**config.mk**
```make
export PLATFORM = sky130hd
export DESIGN_NAME = apb_req_arbiter
export DESIGN_NICKNAME = d
export VERILOG_FILES = /design/src/rtl/apb_pkg.sv /design/src/rtl/rr_pick.sv /design/src/rtl/apb_req_arbiter.sv
export SDC_FILE = /design/constraint.sdc
export NUM_CORES = 1
export LEC_CHECK = 0
export ABC_AREA = 0
export CORE_MARGIN = 5
export CORE_UTILIZATION = 39
export CTS_BUF_LIST = sky130_fd_sc_hd__clkbuf_4
export CTS_CLUSTER_SIZE = 28
export DETAILED_ROUTE_END_ITERATION = 12
export GPL_TIMING_DRIVEN = 0
export PLACE_DENSITY = 0.91
export SLEW_MARGIN = 10
export SYNTH_ARGS = -nofsm -noshare
export SYNTH_HDL_FRONTEND = slang
export SYNTH_SLANG_ARGS = --single-unit
```
**constraint.sdc**
```tcl
create_clock -name pclk -period 3.4 [get_ports pclk]
set_input_delay 0.68 -clock pclk [delete_from_list [all_inputs] [get_ports pclk]]
set_output_delay 0.68 -clock pclk [all_outputs]
set_load 0.1 [all_outputs]
```
**src/rtl/apb_pkg.sv**
```systemverilog
// Shared definitions for the APB request-side arbiters.
//   arb_state_t : arbiter FSM encoding (ARB, ISSUE, WAIT, RESP)
//   APB_AW      : default address width
//   APB_DW      : default data width
package apb_pkg;

    localparam int unsigned APB_AW = 32;
    localparam int unsigned APB_DW = 32;

    typedef enum logic [1:0] {
        ARB   = 2'd0,
        ISSUE = 2'd1,
        WAIT  = 2'd2,
        RESP  = 2'd3
    } arb_state_t;

endpackage

```
**src/rtl/rr_pick.sv**
```systemverilog
// Combinational round-robin picker.
// Searches the request vector starting at last_i+1 (mod N_REQ) and returns the
// first requester found.
//   req_i  : request vector
//   last_i : index of the most recently served requester
//   any_o  : at least one request is present
//   win_o  : one-hot winner (all zero when any_o is low)
//   idx_o  : encoded winner index (zero when any_o is low)
module rr_pick #(
    parameter  int unsigned N_REQ = 4,
    localparam int unsigned IW    = $clog2(N_REQ)
) (
    input  logic [N_REQ-1:0] req_i,
    input  logic [IW-1:0]    last_i,
    output logic             any_o,
    output logic [N_REQ-1:0] win_o,
    output logic [IW-1:0]    idx_o
);

    logic        found;
    int unsigned cand;

    // Walk the ring once, starting just after the last winner.
    always_comb begin
        win_o = '0;
        idx_o = '0;
        found = 1'b0;
        cand  = 0;
        for (int unsigned k = 1; k <= N_REQ; k++) begin
            cand = (32'(last_i) + k) % N_REQ;
            if (!found && req_i[IW'(cand)]) begin
                found             = 1'b1;
                win_o[IW'(cand)]  = 1'b1;
                idx_o             = IW'(cand);
            end
        end
    end

    assign any_o = |req_i;

endmodule

```
**src/rtl/apb_req_arbiter.sv**
```systemverilog
// Round-robin arbiter sharing one apb_master request port among N_REQ
// requesters. One transaction in flight at a time: the winner's payload is
// latched, a single-cycle m_req is issued, and the master's response is
// routed back to the winner with a one-cycle s_done pulse.
//   pclk, preset_n          : clock, async active-low reset
//   s_valid/s_addr/s_wr/s_wdata : requester-side request (flattened per requester)
//   s_gnt, s_done           : one-hot grant and completion pulse
//   s_rdata, s_error        : response of the completed transfer
//   m_req/m_addr/m_wr/m_wdata : request to apb_master
//   m_rdata/m_done/m_error  : response from apb_master
//   busy                    : high whenever the FSM is outside ARB
module apb_req_arbiter
    import apb_pkg::*;
#(
    parameter int unsigned N_REQ = 4,
    parameter int unsigned AW    = APB_AW,
    parameter int unsigned DW    = APB_DW
) (
    input  logic                pclk,
    input  logic                preset_n,
    input  logic [N_REQ-1:0]    s_valid,
    input  logic [N_REQ*AW-1:0] s_addr,
    input  logic [N_REQ-1:0]    s_wr,
    input  logic [N_REQ*DW-1:0] s_wdata,
    output logic [N_REQ-1:0]    s_gnt,
    output logic [N_REQ-1:0]    s_done,
    output logic [DW-1:0]       s_rdata,
    output logic                s_error,
    output logic                m_req,
    output logic [AW-1:0]       m_addr,
    output logic                m_wr,
    output logic [DW-1:0]       m_wdata,
    input  logic [DW-1:0]       m_rdata,
    input  logic                m_done,
    input  logic                m_error,
    output logic                busy
);

    localparam int unsigned IW = $clog2(N_REQ);

    arb_state_t       state_q,   state_d;
    logic [IW-1:0]    last_q,    last_d;
    logic [IW-1:0]    win_idx_q, win_idx_d;
    logic [N_REQ-1:0] s_gnt_q,   s_gnt_d;
    logic [N_REQ-1:0] s_done_q,  s_done_d;
    logic [DW-1:0]    s_rdata_q, s_rdata_d;
    logic             s_error_q, s_error_d;
    logic             m_req_q,   m_req_d;
    logic [AW-1:0]    m_addr_q,  m_addr_d;
    logic             m_wr_q,    m_wr_d;
    logic [DW-1:0]    m_wdata_q, m_wdata_d;

    logic             pick_any;
    logic [N_REQ-1:0] pick_win;
    logic [IW-1:0]    pick_idx;

    // Round-robin winner among the current requests.
    rr_pick #(
        .N_REQ (N_REQ)
    ) u_rr_pick (
        .req_i  (s_valid),
        .last_i (last_q),
        .any_o  (pick_any),
        .win_o  (pick_win),
        .idx_o  (pick_idx)
    );

    // State and output registers.
    always_ff @(posedge pclk or negedge preset_n) begin
        if (!preset_n) begin
            state_q   <= ARB;
            last_q    <= IW'(N_REQ - 1);
            win_idx_q <= '0;
            s_gnt_q   <= '0;
            s_done_q  <= '0;
            s_rdata_q <= '0;
            s_error_q <= 1'b0;
            m_req_q   <= 1'b0;
            m_addr_q  <= '0;
            m_wr_q    <= 1'b0;
            m_wdata_q <= '0;
        end else begin
            state_q   <= state_d;
            last_q    <= last_d;
            win_idx_q <= win_idx_d;
            s_gnt_q   <= s_gnt_d;
            s_done_q  <= s_done_d;
            s_rdata_q <= s_rdata_d;
            s_error_q <= s_error_d;
            m_req_q   <= m_req_d;
            m_addr_q  <= m_addr_d;
            m_wr_q    <= m_wr_d;
            m_wdata_q <= m_wdata_d;
        end
    end

    // Next-state and next-output logic.
    always_comb begin
        state_d   = state_q;
        last_d    = last_q;
        win_idx_d = win_idx_q;
        s_gnt_d   = s_gnt_q;
        s_done_d  = '0;
        s_rdata_d = s_rdata_q;
        s_error_d = s_error_q;
        m_req_d   = 1'b0;
        m_addr_d  = m_addr_q;
        m_wr_d    = m_wr_q;
        m_wdata_d = m_wdata_q;

        unique case (state_q)
            ARB: begin
                // Payload only changes here, so the master always sees it stable.
                if (pick_any) begin
                    win_idx_d = pick_idx;
                    s_gnt_d   = pick_win;
                    m_req_d   = 1'b1;
                    m_addr_d  = s_addr[32'(pick_idx) * AW +: AW];
                    m_wr_d    = s_wr[pick_idx];
                    m_wdata_d = s_wdata[32'(pick_idx) * DW +: DW];
                    state_d   = ISSUE;
                end
            end
            ISSUE: begin
                state_d = WAIT;
            end
            WAIT: begin
                // m_done is only honoured here; stray pulses elsewhere are dropped.
                if (m_done) begin
                    s_rdata_d = m_rdata;
                    s_error_d = m_error;
                    s_done_d  = s_gnt_q;
                    state_d   = RESP;
                end
            end
            RESP: begin
                last_d  = win_idx_q;
                s_gnt_d = '0;
                state_d = ARB;
            end
            default: begin
                state_d = ARB;
            end
        endcase
    end

    assign s_gnt   = s_gnt_q;
    assign s_done  = s_done_q;
    assign s_rdata = s_rdata_q;
    assign s_error = s_error_q;
    assign m_req   = m_req_q;
    assign m_addr  = m_addr_q;
    assign m_wr    = m_wr_q;
    assign m_wdata = m_wdata_q;

    // Straight decode of the state register.
    assign busy = (state_q != ARB);

endmodule
```
==> results of run 1 <==
## flip-flops by register name, summed over array words and instances (netlist names), 2 cells and up
name	cells
m_addr	32
m_wdata	32
s_rdata	32
s_done	4
s_gnt	4
last_q	2
state_q	2
win_idx_q	2
## area by class of cell
cell class | instances | share of cell area
multi-input cells | 827 | 0.400
clock buffers | 18 | 0.00961
clock inverters | 14 | 0.0133
flip-flops and latches | 113 | 0.201
inverters | 9 | 0.00267
diodes | 1 | 0.000178
plain buffers | 122 | 0.0491
repair buffers | 420 | 0.298
well taps | 285 | 0.0254
## logic make-up after synthesis
kind of cell,after synthesis
AO/OA/AOI/OAI,231
AND/OR/NAND/NOR,476
multiplexers,108
buffers and inverters,134
flip-flops,113
adder cells (fa/ha/maj),12
## worst paths after layout
kind                                endpoint  slack [ns]  cells past startpoint
worst max-delay path             m_wdata[10]        0.07                     13
worst min-delay path             s_rdata[14]        0.07                      1
worst max register to register   m_wdata[10]        0.07                     13
worst min register to register  win_idx_q[1]        0.49                      1
max in group asynchronous        m_wdata[26]        2.59                      2
min in group pclk               win_idx_q[1]        0.49                      1
## metrics by stage
stage	cells	TNS, ns
after floorplan	1074	0
after global placement	1765	-351.20
after detailed placement	1766	-37.93
after CTS	1802	0
after global routing	1809	-0.170
final	1809	0
## power groups by stage
stage          registers (mW)  clock network [mW]  logic, mW
3_3_place_gp             2.43                   0       12.9
3_5_place_dp             2.46                   0       13.2
5_1_grt                  2.53                1.28       14.4
6_report                 2.46                1.22       13.7
2_1_floorplan            6.85                   0       5.06
4_1_cts                  2.45                1.23       13.4
## placed cells by master, fill, tap and decap left out, drive strengths merged, types with 4 or more instances in the layout
master | netlist | layout
nor2 | 4 | 4
clkdlybuf4s50 | 0 | 405
nand3 | 65 | 65
nand3b | 65 | 65
clkbuf | 78 | 94
dfrtp | 111 | 111
mux2 | 37 | 37
mux4 | 4 | 4
bufinv | 0 | 4
nor3 | 130 | 130
nand4 | 64 | 64
inv | 9 | 10
a22oi | 8 | 8
clkinv | 0 | 6
or3 | 66 | 66
o21ai | 75 | 75
and3 | 4 | 4
a22o | 4 | 4
mux2i | 67 | 67
ha | 12 | 12
a211o | 64 | 64
buf | 47 | 61
o22ai | 66 | 66
nand2 | 68 | 68
## metal layers
metal	share of wire	routed length, um	global-route usage	vias to the layer above
li1	-	-	-	4993
met1	0.36	15200	0.354	5279
met2	0.49	20600	0.527	816
met3	0.11	4480	0.0835	152
met4	0.046	1940	0.126	6
met5	0.0011	47	0	-
## critical path: stages (launching register included)
cell and delay (ns):
dfstp_2 0.56, buf_6 0.13, buf_12 0.12, clkinvlp_4 0.08, clkbuf_8 0.14, ha_4 0.29
mux4_2 0.56, nand2b_4 0.18, o211a_4 0.15, o31ai_4 0.32, buf_6 0.25, buf_4 0.21
a211o_1 0.13, nand3_1 0.08
## timing repair
item,4_1_cts,5_1_grt
gates resized for setup,42,14
buffers inserted,6,6
gates cloned,1,0
setup endpoints to repair,66,62
pin swaps,1,3
==> run metrics, run 1 <==
vias 11246; Worst setup startpoint last_q[0]; Routed WL roughly 42000 um; Tightest Pin Transition 1.17 ns; top cells by count, synth nor3_1 (130), dfrtp_1 (111), clkbuf_1 (77); part of the cycle the worst path needs 0.980; final max-slew violation count 0; xor and xnor fraction of the mapped netlist area 0; total CTS buffers 17; mux share of post-synthesis cell area 0.131; # H-tree levels 4; footprint of the multi-input gates roughly 5600 um^2; power share of the sequential group 0.141; ANT nets after route 0; status finished, final reports clean; Critical Path RT between 3 and 4 ns; Wirelength per Cell 23.4 um; top_reg_cell synth dfrtp_1; min Tclk post-route 3.33 ns; worst setup margin 0.0672 ns; sw frac 0.613; register area share after synthesis 0.315; count of cell types in the netlist 46; Reg clk slew, reported paths 0.14 ns; final setup fails 0; GP Congestion 0.910; via/cell ratio 6.22; design area 14100 um^2; height of the die ~160 um; Comb power frac 0.789; Max Cap Viol 0; Initial DRT Pass Iterations 5; HP Class primary input to asynchronous set/reset pin; total die area 26200 um^2; Avg Inst Size Synth 8.37 um^2; Overflow after GRT 0; FF/Latch Area between 2000 and 3000 um^2; largest family of logic cells by synthesized area simple AND/OR/NAND/NOR gates; CTS max path bufs 2; Compound-Gate Fraction of Synth Area 0.174; PwrDens 1240 nW/um^2; Ys Warns 0; DP Worst Slack -0.681 ns; adder-cell share of the synthesized area 0.0167; Clock Latency Late Sink 0.55 ns; Post-Synthesis Cells 1074; initial antenna violation count 4; CP startpoint kind flip-flop; FF-to-FF Start last_q[0]; GRT Overall Usage 0.304; Mapped Area 8990 um^2; CTS tree done; leakage power 5.47 nW; layout cell share with drive strength beyond 1 0.104; final count of hold timing violations 0; largest net degree at the start of global routing 64; port bufs about 410; Mapped Nets roughly 1400; Die X between 150 and 200 um; fill count 1842; cell area after placement 13500 um^2; first-pass GRT wire length 63100 um; core area 22600 um^2; leading area contributor after synthesis dfrtp_1; Worst Hold Margin 0.0657 ns; worst relative slew slack 0.216; synth top area cells dfrtp_1 (31%), mux2i_1 (7.5%), nor3_1 (7.2%); hold_buf cts 0; most numerous cell in the Yosys netlist nor3_1; initial core utilization 0.397; Peak Freq 300 MHz; EDFF count, synth 0; Synth Area in Simple Gates 0.295; critical path endpoint category flip-flop; area grow syn2layout 56.5%; Fin Clk Skew 0.0315 ns; clock sinks 113; vias in the first global route 11137; VDD IR max ~0.73 mV; top cell type's share of synthesized area 0.309; Final Util 0.621; DRC viols 0; Root Driver clkbuf_4; clock network power share 0.070; violation count after the first detailed-route iteration ~1100; Rows 55; nets between 1500 and 2000; critical path arrival 3.75 ns; Pint 6.74 mW; I/O pins ~400; FFs w/ async S/R, synth 1.00; total power 17.4 mW; Crit Path Class flip-flop to flip-flop; maximum fanout along the worst path 10; register bit total from synthesis 113; Post-DP HPWL 31700 um; NetSw 10.7 mW
(Power assumes the default switching activity.)
==> run 2: changes to the inputs <==
Settings changed: CTS_CLUSTER_SIZE 28 to unset, TNS_END_PERCENT set to 10.
==> run 2 against run 1 <==
Against the previous run:
- global-route usage barely moved
- wire length is 0.21% higher
- flip-flop and latch count unchanged
- worst hold slack better by 0.0075 ns
- die area is the same
- final area hardly changed
- critical path depth is the same
- clock skew decreased by 0.0011 ns
- sequential power about the same
- clock power about the same
- critical path type unchanged
- critical endpoint unchanged
- largest power group unchanged
==> run metrics, run 2 (same netlist as run 1, synthesis figures left out) <==
fill count 1841; Comb power frac 0.789; FF/Latch Area between 2000 and 3000 um^2; via/cell ratio 6.28; Final Util 0.621; crit-path cells buf_6, buf_12, inv_2, clkbuf_8, ha_4, mux4_2, nand2b_4, o211a_4, o31ai_4, buf_6, buf_4, a211o_1, nand3_1; Post-DP HPWL ~32000 um; most frequent cells in the layout clkdlybuf4s50_1 (405), nor3_1 (130), dfrtp_1 (111); VDD IR max 0.731 mV; Die X 162 um; final count of hold timing violations 0; largest net degree at the start of global routing 64; Wirelength per Cell 23.4 um; vias in the first global route 11131; area grow syn2layout 56.3%; # H-tree levels 4; footprint of the multi-input gates 5640 um^2; port bufs slightly above 400; Worst setup startpoint last_q[0]; DP Worst Slack -0.681 ns; Max Cap Viol 0; Pint 6.72 mW; layout cell share with drive strength beyond 1 0.104; GP Congestion 0.910; DRC viols 0; height of the die between 150 and 200 um; reg2reg end m_wdata[10]; Peak Freq 299 MHz; clock network power share 0.070; CTS tree done; final max-slew violation count 0; initial antenna violation count 4; part of the cycle the worst path needs 0.985; WP buf/inv 6; Critical Path RT between 3 and 4 ns; most common cell after layout, fill and taps aside clkdlybuf4s50_1; unrepaired setup endpoints after global routing yes; CP max-delay cell dfstp_2; cell area after placement 13500 um^2; NetSw 10.7 mW; PwrDens 1240 nW/um^2; Rows 55; CTS max path bufs 2; Fin Clk Skew ~0.03 ns; critical path endpoint category flip-flop; HP Class primary input to asynchronous set/reset pin; maximum fanout along the worst path 13; Root Driver clkbuf_4; violation count after the first detailed-route iteration 1109; power share of the sequential group 0.141; dpl cells 1766; status finished, final reports clean; Finished Layout Cells between 1500 and 2000; total die area 26200 um^2; Initial DRT Pass Iterations 6; first-pass GRT wire length roughly 63000 um; delay-heaviest family, CP buffers and inverters; design area 14000 um^2; critical path arrival 3.75 ns; worst relative slew slack 0.212; CP startpoint kind flip-flop; nets between 1500 and 2000; Reg clk slew, reported paths 0.13 ns; Crit Path Class flip-flop to flip-flop; leakage power 5.46 nW; FF-to-FF Start last_q[0]; Overflow after GRT 0; Clock Latency Late Sink approximately 0.54 ns; I/O pins 408; worst setup margin 0.0524 ns; vias 11353; Critical Path Most Common Cell buf_6; initial core utilization 0.397; Critical Path Sink m_wdata[10]; Routed WL ~42000 um; total CTS buffers 17; ANT nets after route 0; core area about 23000 um^2; worst r2r path cells 13; WP depth 13; sw frac 0.613; final setup fails 0; total power 17.4 mW; crit-path max cell delay 0.56 ns; Tightest Pin Transition 1.18 ns; GRT Overall Usage 0.304; worst reg2reg setup slack 0.05 ns; clock sinks roughly 110; min Tclk post-route 3.35 ns
==> run 2: cell count changes in the layout (fill, tap and decap cells not counted) <==
cell | previous run | this run
o22ai_1 | 63 | 61
o22ai_2 | 3 | 5
buf_6 | 10 | 9
clkbuf_4 | 20 | 19
clkinvlp_4 | 3 | 2
inv_2 | 0 | 1
==> run 2: worst reg2reg max path: stages, from the launching register on <==
cell	delay, ns
dfstp_2	0.56
buf_6	0.13
buf_12	0.12
inv_2	0.05
clkbuf_8	0.18
ha_4	0.31
mux4_2	0.56
nand2b_4	0.18
o211a_4	0.15
o31ai_4	0.32
buf_6	0.25
buf_4	0.22
a211o_1	0.13
nand3_1	0.09
==> run 2: power by group through the flow <==
stage          combinational [mW]  sequential, mW  clock, mW
3_3_place_gp                 12.9            2.43          0
2_1_floorplan                5.06            6.85          0
6_report                     13.7            2.46       1.22
5_1_grt                      14.4            2.53       1.28
3_5_place_dp                 13.2            2.46          0
4_1_cts                      13.4            2.45       1.23
==> run 2: stage by stage <==
| stage | hold slack (ns) | TNS [ns] |
|---|---|---|
| finish | 0.0732 | 0 |
| global route | 0.0672 | -0.545 |
| CTS | 0.0571 | 0 |
| detailed placement | 0.467 | -37.93 |
| global placement | 0.459 | -351.20 |
| floorplan | 0.384 | 0 |
==> run 2: worst min path at each step <==
stage / startpoint / end / slack, ns / cells after the start
finish: preset_n / s_rdata[14] / 0.07 / 1
global route: preset_n / s_rdata[14] / 0.07 / 1
CTS: preset_n / s_rdata[14] / 0.06 / 1
detailed placement: win_idx_q[1] / win_idx_q[1] / 0.47 / 1
global placement: win_idx_q[1] / win_idx_q[1] / 0.46 / 1
floorplan: preset_n / m_addr[0] / 0.38 / 0
==> run 2: repair_timing <==
item	4_1_cts	5_1_grt
hold buffers	0	0
pin swaps	1	6
buffers inserted	5	5
gates resized for setup	43	15
cloned	1	0
setup endpoints to repair	66	62
==> run 2: final cells by class <==
cell class                 instances  share of cell area
antenna                            1            0.000178
buffer                           122              0.0489
inverter                           9             0.00240
clock inverter                    14              0.0134
sequential                       113               0.201
multi-input combinational        827               0.402
clock buffer                      18             0.00962
timing repair buffer             418               0.297
tap                              285              0.0254
==> run 2: layer usage <==
metal | vias to the layer above | GRT usage | wire (um)
li1 | 4989 | - | -
met1 | 5345 | 0.354 | 15300
met2 | 868 | 0.527 | 20600
met3 | 145 | 0.0835 | 4540
met4 | 6 | 0.126 | 1840
met5 | - | 0 | 46
==> run 3: changes to the inputs <==
Settings changed: CORE_AREA set to 5 5 157 159, CORE_MARGIN 5 to unset, CORE_UTILIZATION 39 to unset, DIE_AREA set to 0 0 162 164, GPL_TIMING_DRIVEN 0 to 1, PLACE_DENSITY 0.91 to 0.8, SYNTH_HIERARCHICAL set to 1.
==> run 3 against run 2 <==
Against the previous run:
- fmax increased by 3.9%
- final area shrank 20%
- synthesized cell count down 48%
- via count down 45%
- final cell count is 30% lower
- non-clock buffer count decreased by 110
- area after synthesis decreased by 26%
- highest routed layer is now met4
- core utilization is 13 points lower
==> run metrics, run 3 <==
min Tclk post-route 3.22 ns; cell area after placement 10900 um^2; Crit Path Class flip-flop to flip-flop; vias 6238; Overflow after GRT 0; Fin Clk Skew 0.0288 ns; register area share after synthesis 0.424; FF/Latch Area 2830 um^2; DP Worst Slack 0.274 ns; EDFF count, synth 0; Mapped Nets roughly 870; violation count after the first detailed-route iteration 244; Wirelength per Cell 19.4 um; Worst setup startpoint last_q[0]; GRT Overall Usage 0.174; height of the die 164 um; most frequent cells in the layout clkdlybuf4s50_1 (331), mux2i_1 (131), dfrtp_1 (111); total CTS buffers 17; critical path arrival between 3 and 4 ns; part of the cycle the worst path needs 0.947; final count of hold timing violations 0; Mapped Area 6670 um^2; worst r2r path cells 9; I/O pins 408; Hold Path Stages 2; # H-tree levels 4; worst setup margin 0.179 ns; Avg Inst Size Synth about 12 um^2; final setup fails 0; Die X 162 um; register bit total from synthesis 113; Root Driver clkbuf_4; fill count 2152; CTS max path bufs 2; top cells by count, synth mux2i_1 (131), dfrtp_1 (111), nand2_1 (78); total die area 26600 um^2; Min-Delay Endpoint m_wdata[13]; final max-slew violation count 0; Peak Freq 310 MHz; nets ~1300; Ys Warns 6; Post-Synthesis Cells 554; Rows 56; maximum fanout along the worst path 38; Final Util 0.487; core area 23100 um^2; Clock Latency Late Sink 0.51 ns; area grow syn2layout 68.6%; layout cell share with drive strength beyond 1 0.225; CTS tree done; Max Cap Viol 0; reg2reg end m_wdata[31]; clock sinks 113; Post-DP HPWL 19100 um; GP Congestion a little over 0.8; Hold Startpoint m_wdata[13]; largest net degree at the start of global routing 62; first-pass GRT wire length 36300 um; Critical Path RT 3.76 ns; critical path endpoint category flip-flop; most numerous cell in the Yosys netlist mux2i_1; Routed WL 24400 um; design area 11200 um^2; synth top area cells dfrtp_1 (42%), mux2i_1 (20%), o221ai_2 (8.8%); FF-to-FF Start last_q[0]; top_reg_cell synth dfrtp_1; most common cell after layout, fill and taps aside clkdlybuf4s50_1; unrepaired setup endpoints after global routing no; worst relative slew slack 0.335; top cell type's share of synthesized area 0.416; count of cell types in the netlist 42; Tightest Pin Transition 0.995 ns; HP Class flip-flop to flip-flop; ANT nets after route 0; port bufs between 400 and 500; status finished, final reports clean; Initial DRT Pass Iterations 6; worst reg2reg setup slack approximately 0.18 ns; via/cell ratio 4.94; vias in the first global route 6568; FFs w/ async S/R, synth 1.00; DRC viols 0; footprint of the multi-input gates around 3500 um^2; Reg clk slew, reported paths 0.11 ns; TNS Setup 0 ns; leading area contributor after synthesis dfrtp_1; CP startpoint kind flip-flop; initial antenna violation count 2; initial core utilization 0.289
run 3: cell count changes after synthesis, moves of 63 or more:
cell      previous run  this run
o22ai_1             66         1
o21ai_0             75         3
nand3b_1            65         1
nand4_1             64         1
nand3_1             65         0
nor3_1             130         1
a211o_1             64         0
clkbuf_1            77         9
mux2i_1             67       131
or3_1               65         0
run 3: area by class of cell:
type,count,area share
Clock inverter,15,0.0208
Multi-Input combinational cell,386,0.312
Sequential cell,113,0.252
Tap cell,290,0.0323
Inverter,9,0.00300
Timing Repair Buffer,430,0.369
Clock buffer,17,0.0113
Antenna cell,2,0.000445
run 3: cells by family (layout without fill, tap and decap cells):
logic type                 count (synthesis)  count (layout)  share of synthesized area
adders and majority gates                 13              13                     0.0244
AOI/OAI and AO/OA                         97              97                      0.161
buffers and inverters                     55             471                     0.0527
other                                      0               2                          0
DFF                                      113             113                      0.424
and+or+nand+nor                          105             105                     0.0700
muxes                                    171             171                      0.267
run 3: worst max-delay path by stage:
stage | end | cells past startpoint | slack, ns
2_1_floorplan | s_gnt[3] | 10 | 0.64
3_3_place_gp | m_wdata[5] | 9 | 0.32
3_5_place_dp | m_addr[31] | 9 | 0.27
4_1_cts | m_wdata[31] | 9 | 0.25
5_1_grt | m_wdata[31] | 9 | 0.04
6_report | m_wdata[31] | 9 | 0.18
run 3: per-layer routing:
metal,up-vias,track usage,share of wire
met5,-,0,0
met4,0,0.0481,0.018
met3,29,0.0632,0.091
met2,289,0.307,0.50
met1,3008,0.200,0.39
li1,2912,-,-
run 3: what timing repair did:
item / in CTS / in global routing
gates resized for setup: 0 / 0
endpoints found under the hold margin: 5 / 0
setup buffers: 0 / 0
hold buffers: 1 / 0
run 3: through the flow:
step	hold WS, ns	cells
after floorplan	0.384	554
after global placement	0.460	1227
after detailed placement	0.472	1227
after CTS	0.439	1260
after global routing	0.435	1262
final	0.494	1262
run 3: worst max-delay path: stages, from the launching register on:
cell	delay, ns
dfstp_2	0.75
inv_1	0.21
ha_1	0.49
nor2b_1	0.28
a22oi_1	0.13
o211ai_1	0.20
a21oi_1	0.15
nand2_4	0.08
buf_4	0.52
o221ai_1	0.22
Power of run 3 is not shown: default switching activity piles up to over one toggle a cycle in this logic, so the estimate is an artifact.
==> edit: new RTL, settings of run 1 <==
Change the package constant `APB_DW` from 32 to 28.
--- a/src/rtl/apb_pkg.sv
+++ b/src/rtl/apb_pkg.sv
@@ -7,3 +7,3 @@
     localparam int unsigned APB_AW = 32;
-    localparam int unsigned APB_DW = 32;
+    localparam int unsigned APB_DW = 28;
 
Ports: changed (resized m_rdata, m_wdata, s_rdata and s_wdata); port bits go from 408 to 380. No check against the original RTL was run, so the function may have changed too.
==> edit against run 1 <==
  * Worst hold slack better by 0.0013 ns
  * Utilization is 1.8 points higher
  * Sequential cell count is 8 lower
  * Cell area is 18% lower
  * Power is 20% lower
  * Area after synthesis is 21% lower
  * Clock power is 46% lower
  * Routed wire length is 35% lower
  * Via count is 39% lower
  * Worst setup slack better by 0.019 ns
==> edit: results (changes against run 1) <==
[metrics] result of the run: completed (unchanged)
[metrics] initial antenna violation count: 2 (was 4)
[metrics] final critical-path share of the clock period: 97.5% (was 98.0%)
[metrics] synthesized netlist net count: 875 (was 1386)
[metrics] share of synthesized area occupied by flip-flops and latches: 37.0% (was 31.5%)
[metrics] number of buffers inserted by port buffering: 377 (was 406)
[metrics] total clock buffers created by CTS: 9 (was 17)
[metrics] ratio of total power to cell area: 1220 nW/µm² (was 1240 nW/µm²)
[metrics] Met3 Routed Length: 2.38 mm (was 4.48 mm)
[metrics] fraction of met3 tracks used by global routing: 8.42% (was 8.35%)
[metrics] first-iteration detailed-routing DRC count: 329 (was 1113)
[metrics] length of routed met2 wiring: 13.5 mm (was 20.6 mm)
[metrics] Routed WL per cell: 22.5 µm (was 23.4 µm)
[metrics] flop and latch count out of synthesis: 105 (was 113)
[metrics] largest net degree at the start of global routing: 71 (was 64)
[metrics] length of routed wiring on met1: 10.4 mm (was 15.2 mm)
[metrics] Reg clk slew, reported paths: 0.19 ns (was 0.14 ns)
[metrics] adder and majority cell fraction of the synthesized area: 2.11% (was 1.67%)
[metrics] switching power as a share of total power: 57.1% (was 61.3%)
[metrics] mux share of post-synthesis cell area: 31.7% (was 13.1%)
[metrics] max-slew headroom at the worst pin: 29.6% (was 21.6%)
[metrics] clock latency reported for the late side of the worst-skew pair: 0.48 ns (was 0.55 ns)
[metrics] GRT Total Usage: 25.0% (was 30.4%)
[metrics] M1 GR Usage: 28.6% (was 35.4%)
[metrics] Vias: 6837 (was 11.2k)
[metrics] Comb pwr share: 79.4% (was 78.9%)
[metrics] count of cell types in the netlist: 45 (was 46)
[metrics] maximum resistive drop on vdd: 1.18 mV (was 0.733 mV)
[metrics] post-detail-place hpwl: 21.4 mm (was 31.7 mm)
[metrics] sequential-cell power consumption: 2.23 mW (was 2.46 mW)
[metrics] cell types with the highest counts after synthesis: sky130_fd_sc_hd__mux2i_1 (185), sky130_fd_sc_hd__dfrtp_1 (103), sky130_fd_sc_hd__a2bb2oi_1 (61), sky130_fd_sc_hd__o221ai_1 (61), sky130_fd_sc_hd__mux2_2 (29) (was sky130_fd_sc_hd__nor3_1 (130), sky130_fd_sc_hd__dfrtp_1 (111), sky130_fd_sc_hd__clkbuf_1 (77))
[metrics] Net count, final: 1268 (was 1822)
-- edit: cell count changes after synthesis, sizes merged, moves of 65 or more --
cell | run 1 | this run
nand3b | 65 | 0
nand3 | 65 | 0
nor3 | 130 | 1
mux2i | 67 | 186
o22ai | 66 | 0
-- edit: critical path, stage by stage, from the launching register on --
cell and delay, ns:
sky130_fd_sc_hd__dfstp_2 0.58, sky130_fd_sc_hd__buf_8 0.15, sky130_fd_sc_hd__clkinvlp_4 0.16, sky130_fd_sc_hd__ha_4 0.32, sky130_fd_sc_hd__mux4_2 0.29, sky130_fd_sc_hd__nor2b_4 0.14, sky130_fd_sc_hd__buf_6 0.13, sky130_fd_sc_hd__or3_1 0.32
sky130_fd_sc_hd__buf_6 0.16, sky130_fd_sc_hd__mux2_4 0.27, sky130_fd_sc_hd__buf_12 0.16, sky130_fd_sc_hd__buf_12 0.15, sky130_fd_sc_hd__mux2i_1 0.22, sky130_fd_sc_hd__o221ai_1 0.16
-- edit: layout make-up --
cell class / instances / area [µm²]
Fill cell: 1396 / 6490
Tap cell: 229 / 287
Buffer: 52 / 573
Inverter: 11 / 45.0
Multi-Input combinational cell: 414 / 3970
Timing Repair Buffer: 383 / 3840
Sequential cell: 105 / 2630
Clock inverter: 7 / 61.3
Clock buffer: 9 / 67.6
Antenna cell: 2 / 5.00
-- edit: stage by stage --
step                hold WS, ns  setup TNS [ns]  cell area, µm²  cells  utilization, %
CTS                      0.0263               0           11400   1208            63.3
global placement          0.463         -280.82           11200   1189            62.2
detailed placement        0.475           -9.32           11200   1190            62.3
finish                   0.0670               0           11500   1212            63.9
floorplan                 0.384               0            7100    583               -
global route             0.0232          -0.263           11500   1212            63.9
-- edit: what timing repair did --
item,4_1_cts,5_1_grt
setup buffers,2,3
pin swaps,0,2
resized for setup,4,18
setup endpoints to repair,60,52
